--- config.mk ---
export PLATFORM = sky130hd
export DESIGN_NAME = stop_unit_flat
export DESIGN_NICKNAME = d
export VERILOG_FILES = /design/src/rtl/stop_unit_pkg.sv /design/src/rtl/stop_unit_if.sv /design/src/rtl/stop_unit_instr_decode.sv /design/src/rtl/stop_unit.sv /design/src/flat_wrapper.sv
export SDC_FILE = /design/constraint.sdc
export NUM_CORES = 1
export LEC_CHECK = 0
export BUFFER_PORTS_ARGS = -buffer_cell sky130_fd_sc_hd__clkbuf_2
export CORE_MARGIN = 3
export CORE_UTILIZATION = 40
export CTS_CLUSTER_SIZE = 10
export DETAILED_ROUTE_END_ITERATION = 8
export GPL_ROUTABILITY_DRIVEN = 0
export PLACE_DENSITY = 0.7
export SYNTH_ARGS = -nofsm -noshare
export SYNTH_HDL_FRONTEND = slang
export SYNTH_SLANG_ARGS = --single-unit
--- constraint.sdc ---
create_clock -name clk -period 3.73 [get_ports clk]
set_clock_uncertainty 0.15 [all_clocks]
set_input_delay 0.373 -clock clk [delete_from_list [all_inputs] [get_ports clk]]
set_output_delay 0.373 -clock clk [all_outputs]
set_load 0.1 [all_outputs]
--- src/rtl/stop_unit_pkg.sv ---
// Shared decode constants, timing type and classification helper for the stall unit.
// Latency: n/a (package only).
// Backpressure: n/a.
package stop_unit_pkg;

    // Pipeline-distance type used for Tuse / Tnew (values 0..2).
    typedef logic [1:0] tim_t;

    localparam tim_t TIM_0 = 2'd0;
    localparam tim_t TIM_1 = 2'd1;
    localparam tim_t TIM_2 = 2'd2;

    // Primary opcodes.
    localparam logic [5:0] OP_RTYPE = 6'b000000;
    localparam logic [5:0] OP_ORI   = 6'b001101;
    localparam logic [5:0] OP_LUI   = 6'b001111;
    localparam logic [5:0] OP_LW    = 6'b100011;
    localparam logic [5:0] OP_SW    = 6'b101011;
    localparam logic [5:0] OP_BEQ   = 6'b000100;
    localparam logic [5:0] OP_JAL   = 6'b000011;

    // R-type function codes.
    localparam logic [5:0] FN_ADD = 6'b100000;
    localparam logic [5:0] FN_SUB = 6'b100010;
    localparam logic [5:0] FN_JR  = 6'b001000;

    // Link register written by jal.
    localparam logic [4:0] REG_RA = 5'd31;

    // Instruction classes that matter for hazard detection.
    typedef enum logic [3:0] {
        K_NONE,
        K_ALU_R,
        K_JR,
        K_ORI,
        K_LUI,
        K_LW,
        K_SW,
        K_BEQ,
        K_JAL
    } instr_kind_e;

    // Map opcode/funct to a class; anything unrecognised (incl. nop) is K_NONE.
    function automatic instr_kind_e classify(input logic [5:0] op, input logic [5:0] funct);
        instr_kind_e k;
        k = K_NONE;
        case (op)
            OP_RTYPE: begin
                case (funct)
                    FN_ADD, FN_SUB: k = K_ALU_R;
                    FN_JR:          k = K_JR;
                    default:        k = K_NONE;
                endcase
            end
            OP_ORI:  k = K_ORI;
            OP_LUI:  k = K_LUI;
            OP_LW:   k = K_LW;
            OP_SW:   k = K_SW;
            OP_BEQ:  k = K_BEQ;
            OP_JAL:  k = K_JAL;
            default: k = K_NONE;
        endcase
        return k;
    endfunction

    // A read-after-write hazard that forwarding cannot cover in time.
    function automatic logic raw_hazard(
        input logic       src_use,
        input logic [4:0] src,
        input logic [4:0] dst,
        input tim_t       tuse,
        input tim_t       tnew
    );
        return src_use && (src == dst) && (dst != 5'd0) && (tuse < tnew);
    endfunction

endpackage

--- src/rtl/stop_unit_if.sv ---
// Bundle of the three stage instruction words and the stall outputs.
// Latency: n/a (wiring only).
// Backpressure: none; putoff itself is the pipeline's backpressure signal.
interface stop_unit_if;
    logic [31:0] D_instr;
    logic [31:0] E_instr;
    logic [31:0] M_instr;
    logic        putoff;
    logic [31:0] stall_cnt;

    // Pipeline side: supplies instruction words, consumes the stall request.
    modport master (
        output D_instr,
        output E_instr,
        output M_instr,
        input  putoff,
        input  stall_cnt
    );

    // Stall unit side.
    modport slave (
        input  D_instr,
        input  E_instr,
        input  M_instr,
        output putoff,
        output stall_cnt
    );
endinterface

--- src/rtl/stop_unit_instr_decode.sv ---
// Per-stage decoder: source use flags, Tuse per source, destination and Tnew at E.
// Latency: purely combinational, zero cycles.
// Backpressure: none.
module instr_decode
    import stop_unit_pkg::*;
(
    input  logic [31:0] instr,
    output logic        rs_use,
    output logic        rt_use,
    output tim_t        tuse_rs,
    output tim_t        tuse_rt,
    output logic [4:0]  dst,
    output tim_t        tnew_e
);

    instr_kind_e kind;
    logic [4:0]  rt;
    logic [4:0]  rd;
    logic [9:0]  unused_bits;

    assign kind = classify(instr[31:26], instr[5:0]);
    assign rt   = instr[20:16];
    assign rd   = instr[15:11];

    // rs is compared at the top level; shamt plays no part in hazards.
    assign unused_bits = {instr[25:21], instr[10:6]};

    // Derive per-class operand timing and write-back target.
    always_comb begin
        rs_use  = 1'b0;
        rt_use  = 1'b0;
        tuse_rs = TIM_0;
        tuse_rt = TIM_0;
        dst     = 5'd0;
        tnew_e  = TIM_0;
        case (kind)
            K_ALU_R: begin
                rs_use  = 1'b1;
                rt_use  = 1'b1;
                tuse_rs = TIM_1;
                tuse_rt = TIM_1;
                dst     = rd;
                tnew_e  = TIM_1;
            end
            K_JR: begin
                rs_use  = 1'b1;
                tuse_rs = TIM_0;
            end
            K_ORI: begin
                rs_use  = 1'b1;
                tuse_rs = TIM_1;
                dst     = rt;
                tnew_e  = TIM_1;
            end
            K_LUI: begin
                dst     = rt;
                tnew_e  = TIM_1;
            end
            K_LW: begin
                rs_use  = 1'b1;
                tuse_rs = TIM_1;
                dst     = rt;
                tnew_e  = TIM_2;
            end
            K_SW: begin
                // Store data is only needed at M, the base address at E.
                rs_use  = 1'b1;
                rt_use  = 1'b1;
                tuse_rs = TIM_1;
                tuse_rt = TIM_2;
            end
            K_BEQ: begin
                // Branch compares in D, so both operands are due now.
                rs_use  = 1'b1;
                rt_use  = 1'b1;
                tuse_rs = TIM_0;
                tuse_rt = TIM_0;
            end
            K_JAL: begin
                // Link address is available as soon as jal reaches E.
                dst     = REG_RA;
                tnew_e  = TIM_0;
            end
            default: begin
            end
        endcase
    end

endmodule

--- src/rtl/stop_unit.sv ---
// Stall detector: raises putoff when D needs a register E/M cannot forward in time; counts stall cycles.
// Latency: putoff combinational (zero cycles); stall_cnt updates on the edge ending each stall cycle.
// Backpressure: putoff freezes PC/D and flushes E; the counter saturates at all-ones.
module stop_unit
    import stop_unit_pkg::*;
(
    input  logic         clk,
    input  logic         rst_n,
    stop_unit_if.slave   bus
);

    // D stage needs
    logic        d_rs_use;
    logic        d_rt_use;
    tim_t        d_tuse_rs;
    tim_t        d_tuse_rt;
    logic [4:0]  d_rs;
    logic [4:0]  d_rt;
    logic [4:0]  d_unused_dst;
    tim_t        d_unused_tnew;

    // E stage production
    logic        e_unused_rs_use;
    logic        e_unused_rt_use;
    tim_t        e_unused_tuse_rs;
    tim_t        e_unused_tuse_rt;
    logic [4:0]  e_dst;
    tim_t        e_tnew;

    // M stage production
    logic        m_unused_rs_use;
    logic        m_unused_rt_use;
    tim_t        m_unused_tuse_rs;
    tim_t        m_unused_tuse_rt;
    logic [4:0]  m_dst;
    tim_t        m_tnew_e;
    tim_t        m_tnew;

    logic        stall_rs_e;
    logic        stall_rt_e;
    logic        stall_rs_m;
    logic        stall_rt_m;
    logic        putoff_w;
    logic [31:0] stall_cnt_q;

    instr_decode u_dec_d (
        .instr   (bus.D_instr),
        .rs_use  (d_rs_use),
        .rt_use  (d_rt_use),
        .tuse_rs (d_tuse_rs),
        .tuse_rt (d_tuse_rt),
        .dst     (d_unused_dst),
        .tnew_e  (d_unused_tnew)
    );

    instr_decode u_dec_e (
        .instr   (bus.E_instr),
        .rs_use  (e_unused_rs_use),
        .rt_use  (e_unused_rt_use),
        .tuse_rs (e_unused_tuse_rs),
        .tuse_rt (e_unused_tuse_rt),
        .dst     (e_dst),
        .tnew_e  (e_tnew)
    );

    instr_decode u_dec_m (
        .instr   (bus.M_instr),
        .rs_use  (m_unused_rs_use),
        .rt_use  (m_unused_rt_use),
        .tuse_rs (m_unused_tuse_rs),
        .tuse_rt (m_unused_tuse_rt),
        .dst     (m_dst),
        .tnew_e  (m_tnew_e)
    );

    assign d_rs = bus.D_instr[25:21];
    assign d_rt = bus.D_instr[20:16];

    // One stage further on, the result is one cycle closer (never below zero).
    assign m_tnew = (m_tnew_e == TIM_0) ? TIM_0 : tim_t'(m_tnew_e - 2'd1);

    assign stall_rs_e = raw_hazard(d_rs_use, d_rs, e_dst, d_tuse_rs, e_tnew);
    assign stall_rt_e = raw_hazard(d_rt_use, d_rt, e_dst, d_tuse_rt, e_tnew);
    assign stall_rs_m = raw_hazard(d_rs_use, d_rs, m_dst, d_tuse_rs, m_tnew);
    assign stall_rt_m = raw_hazard(d_rt_use, d_rt, m_dst, d_tuse_rt, m_tnew);

    assign putoff_w = stall_rs_e | stall_rt_e | stall_rs_m | stall_rt_m;

    // Count cycles that ended stalled; an unknown putoff is never counted.
    always_ff @(posedge clk or negedge rst_n) begin
        if (!rst_n) begin
            stall_cnt_q <= 32'd0;
        end else if ((putoff_w === 1'b1) && (stall_cnt_q != 32'hFFFF_FFFF)) begin
            stall_cnt_q <= stall_cnt_q + 32'd1;
        end
    end

    assign bus.putoff    = putoff_w;
    assign bus.stall_cnt = stall_cnt_q;

endmodule

--- src/flat_wrapper.sv ---
// flat-port wrapper written by rule: the top's interface ports become plain ports
module stop_unit_flat import stop_unit_pkg::*;
  (clk, rst_n, bus_D_instr, bus_E_instr, bus_M_instr, bus_putoff, bus_stall_cnt);
  stop_unit_if bus_i ();
  input  logic clk;
  input  logic rst_n;
  input wire logic [$bits(bus_i.D_instr)-1:0] bus_D_instr;
  input wire logic [$bits(bus_i.E_instr)-1:0] bus_E_instr;
  input wire logic [$bits(bus_i.M_instr)-1:0] bus_M_instr;
  output wire logic [$bits(bus_i.putoff)-1:0] bus_putoff;
  output wire logic [$bits(bus_i.stall_cnt)-1:0] bus_stall_cnt;
  assign bus_i.D_instr = bus_D_instr;
  assign bus_i.E_instr = bus_E_instr;
  assign bus_i.M_instr = bus_M_instr;
  assign bus_putoff = bus_i.putoff;
  assign bus_stall_cnt = bus_i.stall_cnt;
  stop_unit u_core (.clk(clk), .rst_n(rst_n), .bus(bus_i));
endmodule
==> results.cfg <==
[cts]
cts_tree = done
numCtsBuffers = 5
clk_latency_ns = 0.28
htree_levels = 2
cts_root_buf = clkbuf_8
cts.sinks = 32
path_clk_slew_ns = 0.07
cts_hold_buf = 0
cts_resized = 0
cts_buffer_depth = 2
postCtsSetupRepairBufs = 0

[drt]
wire_per_inst_um = 14.4
drt_iter0_markers = 153
vias = 2827
vias_per_cell = 5.82
wl_mm = 7.01
drc_errors = 0
dr_wl_met2_mm = 3.34
dr.pass1.iters = 4
top_layer = met4
drt-met1-wl_mm = 3.18
met3_length_um = 453
ant_nets = 0

[grt]
grt_max_degree = 33
track_usage_pct = 18.0
grt_overflow = 0
antenna_found_initial = 0
grt_pass1_vias = 2646
grt_pass1_wl_mm = 11.6

[critical_path]
path_cells = clkbuf_2 -> nor4b_2 -> and4b_4 -> a22oi_4 -> or4b_1 -> a21oi_1 -> o221ai_2 -> nand3_1 -> buf_4
cp-start-kind = input port
worstPathMaxFanout = 6
slowest_stage = or4b_1
crit_type = in2out
end_kind = output port
cpPeakStageDelay_ns = 0.47
required_ns = 3.21
arrival_ns = 2.77

[timing]
relSlewSlack_pct = 49.6
period_minus_slack_ns = 3.29
hold_viol = 0
setup_violations = 0
worst_slack_ns = 0.438
fmax_mhz = 304
worstMarginPinSlew_ns = 0.756
rsz0062_at_grt = false
slew_viol_final = 0
tns_ns = 0
fin_crit_sh_pct = 88.3
hold_ws_ns = 0.00638

[yosys]
synth_edf_count = 0
ys.flop_type = dfrtp_1
ys_top_cells_by_area = dfrtp_1 29%, xnor2_1 11%, nand3_1 4.9%
synth_simple_gate_area_share_pct = 32.6
yosys_register_bits = 32
synth_top_cells_by_count = 36 x xnor2_1, 32 x dfrtp_1, 27 x nand3_1
synthArstFlopShare_pct = 100
synthMuxAreaShare_pct = 1.98
synth.most_common_cell = xnor2_1
syn_nets = 407
synth_top_family_by_area = simple AND/OR/NAND/NOR gates
synthCells = 306
yosysSeqAreaShare_pct = 28.8
synth_area_um2 = 2780
synth_top_area_share_pct = 28.8
netlist.top_cell.by_area = dfrtp_1
synth.avg_cell_area_um2 = 9.10
ys_types = 73
synthAdderAreaFrac_pct = 1.35
synthXorXnorAreaFrac_pct = 12.3
ys_warn_count = 0
synth-compound-area-share_pct = 20.0

[cells_and_area]
final_core_util_pct = 53.1
postLayoutCellArea_um2 = 3470
diodes = 0
regArea_um2 = 801
largest_reg_flops = 32
nNetsFinal = 509
multiInputGateArea_um2 = 1900
syn_to_final_growth_pct = 24.6
fillCellCount = 604
layout-drive-gt1-share_pct = 31.8

[worst_hold_path]
hp-class = in2async

[pwr]
ir_worst_vdd_v = 0.000122
pwr_density_cell_nw_per_um2 = 228
leakage_nw = 1.63

[place]
dpl.hpwl_mm = 5.78
dp_slack_ns = 0.336
portBuffers = 98
place_area_um2 = 3360

[floorplanning]
ios = 131
fp.dieW_um = 89.4
die_h_um = 89.4
core-area_um2 = 6530
die-area_um2 = 8000
initial_core_util_pct = 42.6
num_rows = 29

[job]
cap_violations = 0

[run_status]
outcome = finished clean
==> metal layers <==
metal	GRT usage, %	vias up
met5	0	-
met1	24.0	1315
met3	2.95	6
met2	29.9	117
li1	-	1389
met4	5.01	0
==> critical path, delay by kind of cell <==
kind | cells | cell delay (ns)
buf+inv | 2 | 0.44
compound gates | 3 | 0.55
simple gates | 4 | 1.40
==> cell usage in the layout (no fill, tap or decap), types with 5 or more instances in the layout <==
cell      count
buf_4         5
o211ai_1      6
nand4_1       9
clkbuf_8      5
and3_1       17
nor3_1        6
a21oi_1       9
clkbuf_2     97
inv_1        11
nand3_1      27
nand2b_1      5
nor2_1        8
xnor2_1      36
nand2_1      18
dfrtp_1      32
and2_1        7
==> final timing paths <==
path	start	end	slack, ns	cells past startpoint
worst min-delay path	rst_n	u_core.bus.stall_cnt[23]	0.006	1
worst max-delay path	bus_E_instr[27]	bus_putoff	0.44	9
min in group clk	u_core.bus.stall_cnt[14]	u_core.bus.stall_cnt[14]	0.34	1
max in group asynchronous	rst_n	u_core.bus.stall_cnt[30]	2.95	1
worst min register to register	u_core.bus.stall_cnt[14]	u_core.bus.stall_cnt[14]	0.34	1
worst max register to register	u_core.bus.stall_cnt[6]	u_core.bus.stall_cnt[8]	0.81	10
==> logic make-up after synthesis <==
group	count (synthesis)
and+or+nand+nor	141
buffers and inverters	18
xor gates and xnor gates	39
muxes	5
adders and majority gates	3
AOI/OAI and AO/OA	67
other	1
DFF	32
==> per-stage QoR <==
step	std cells	total power (W)
global placement	478	0.000476
finish	486	0.000791
CTS	486	0.000801
detailed placement	478	0.000479
floorplan	306	0.000411
global route	486	0.000827
==> power breakdown <==
part	leakage, nW	total [W]	switching (W)	internal [W]
logic	1.12	0.000125	0.0000700	0.0000552
registers	0.447	0.000347	0.000000103	0.000347
clock network	0.0552	0.000319	0.000121	0.000198
==> layout make-up <==
type	instances	share of cell area (%)
clock inverter	2	1.01
inverter	11	1.19
sequential	32	23.1
clock buffer	6	2.09
timing repair buffer	102	15.1
multi-input combinational	256	54.8
tap	77	2.78
No activity file was read; power rests on OpenSTA's default activity.
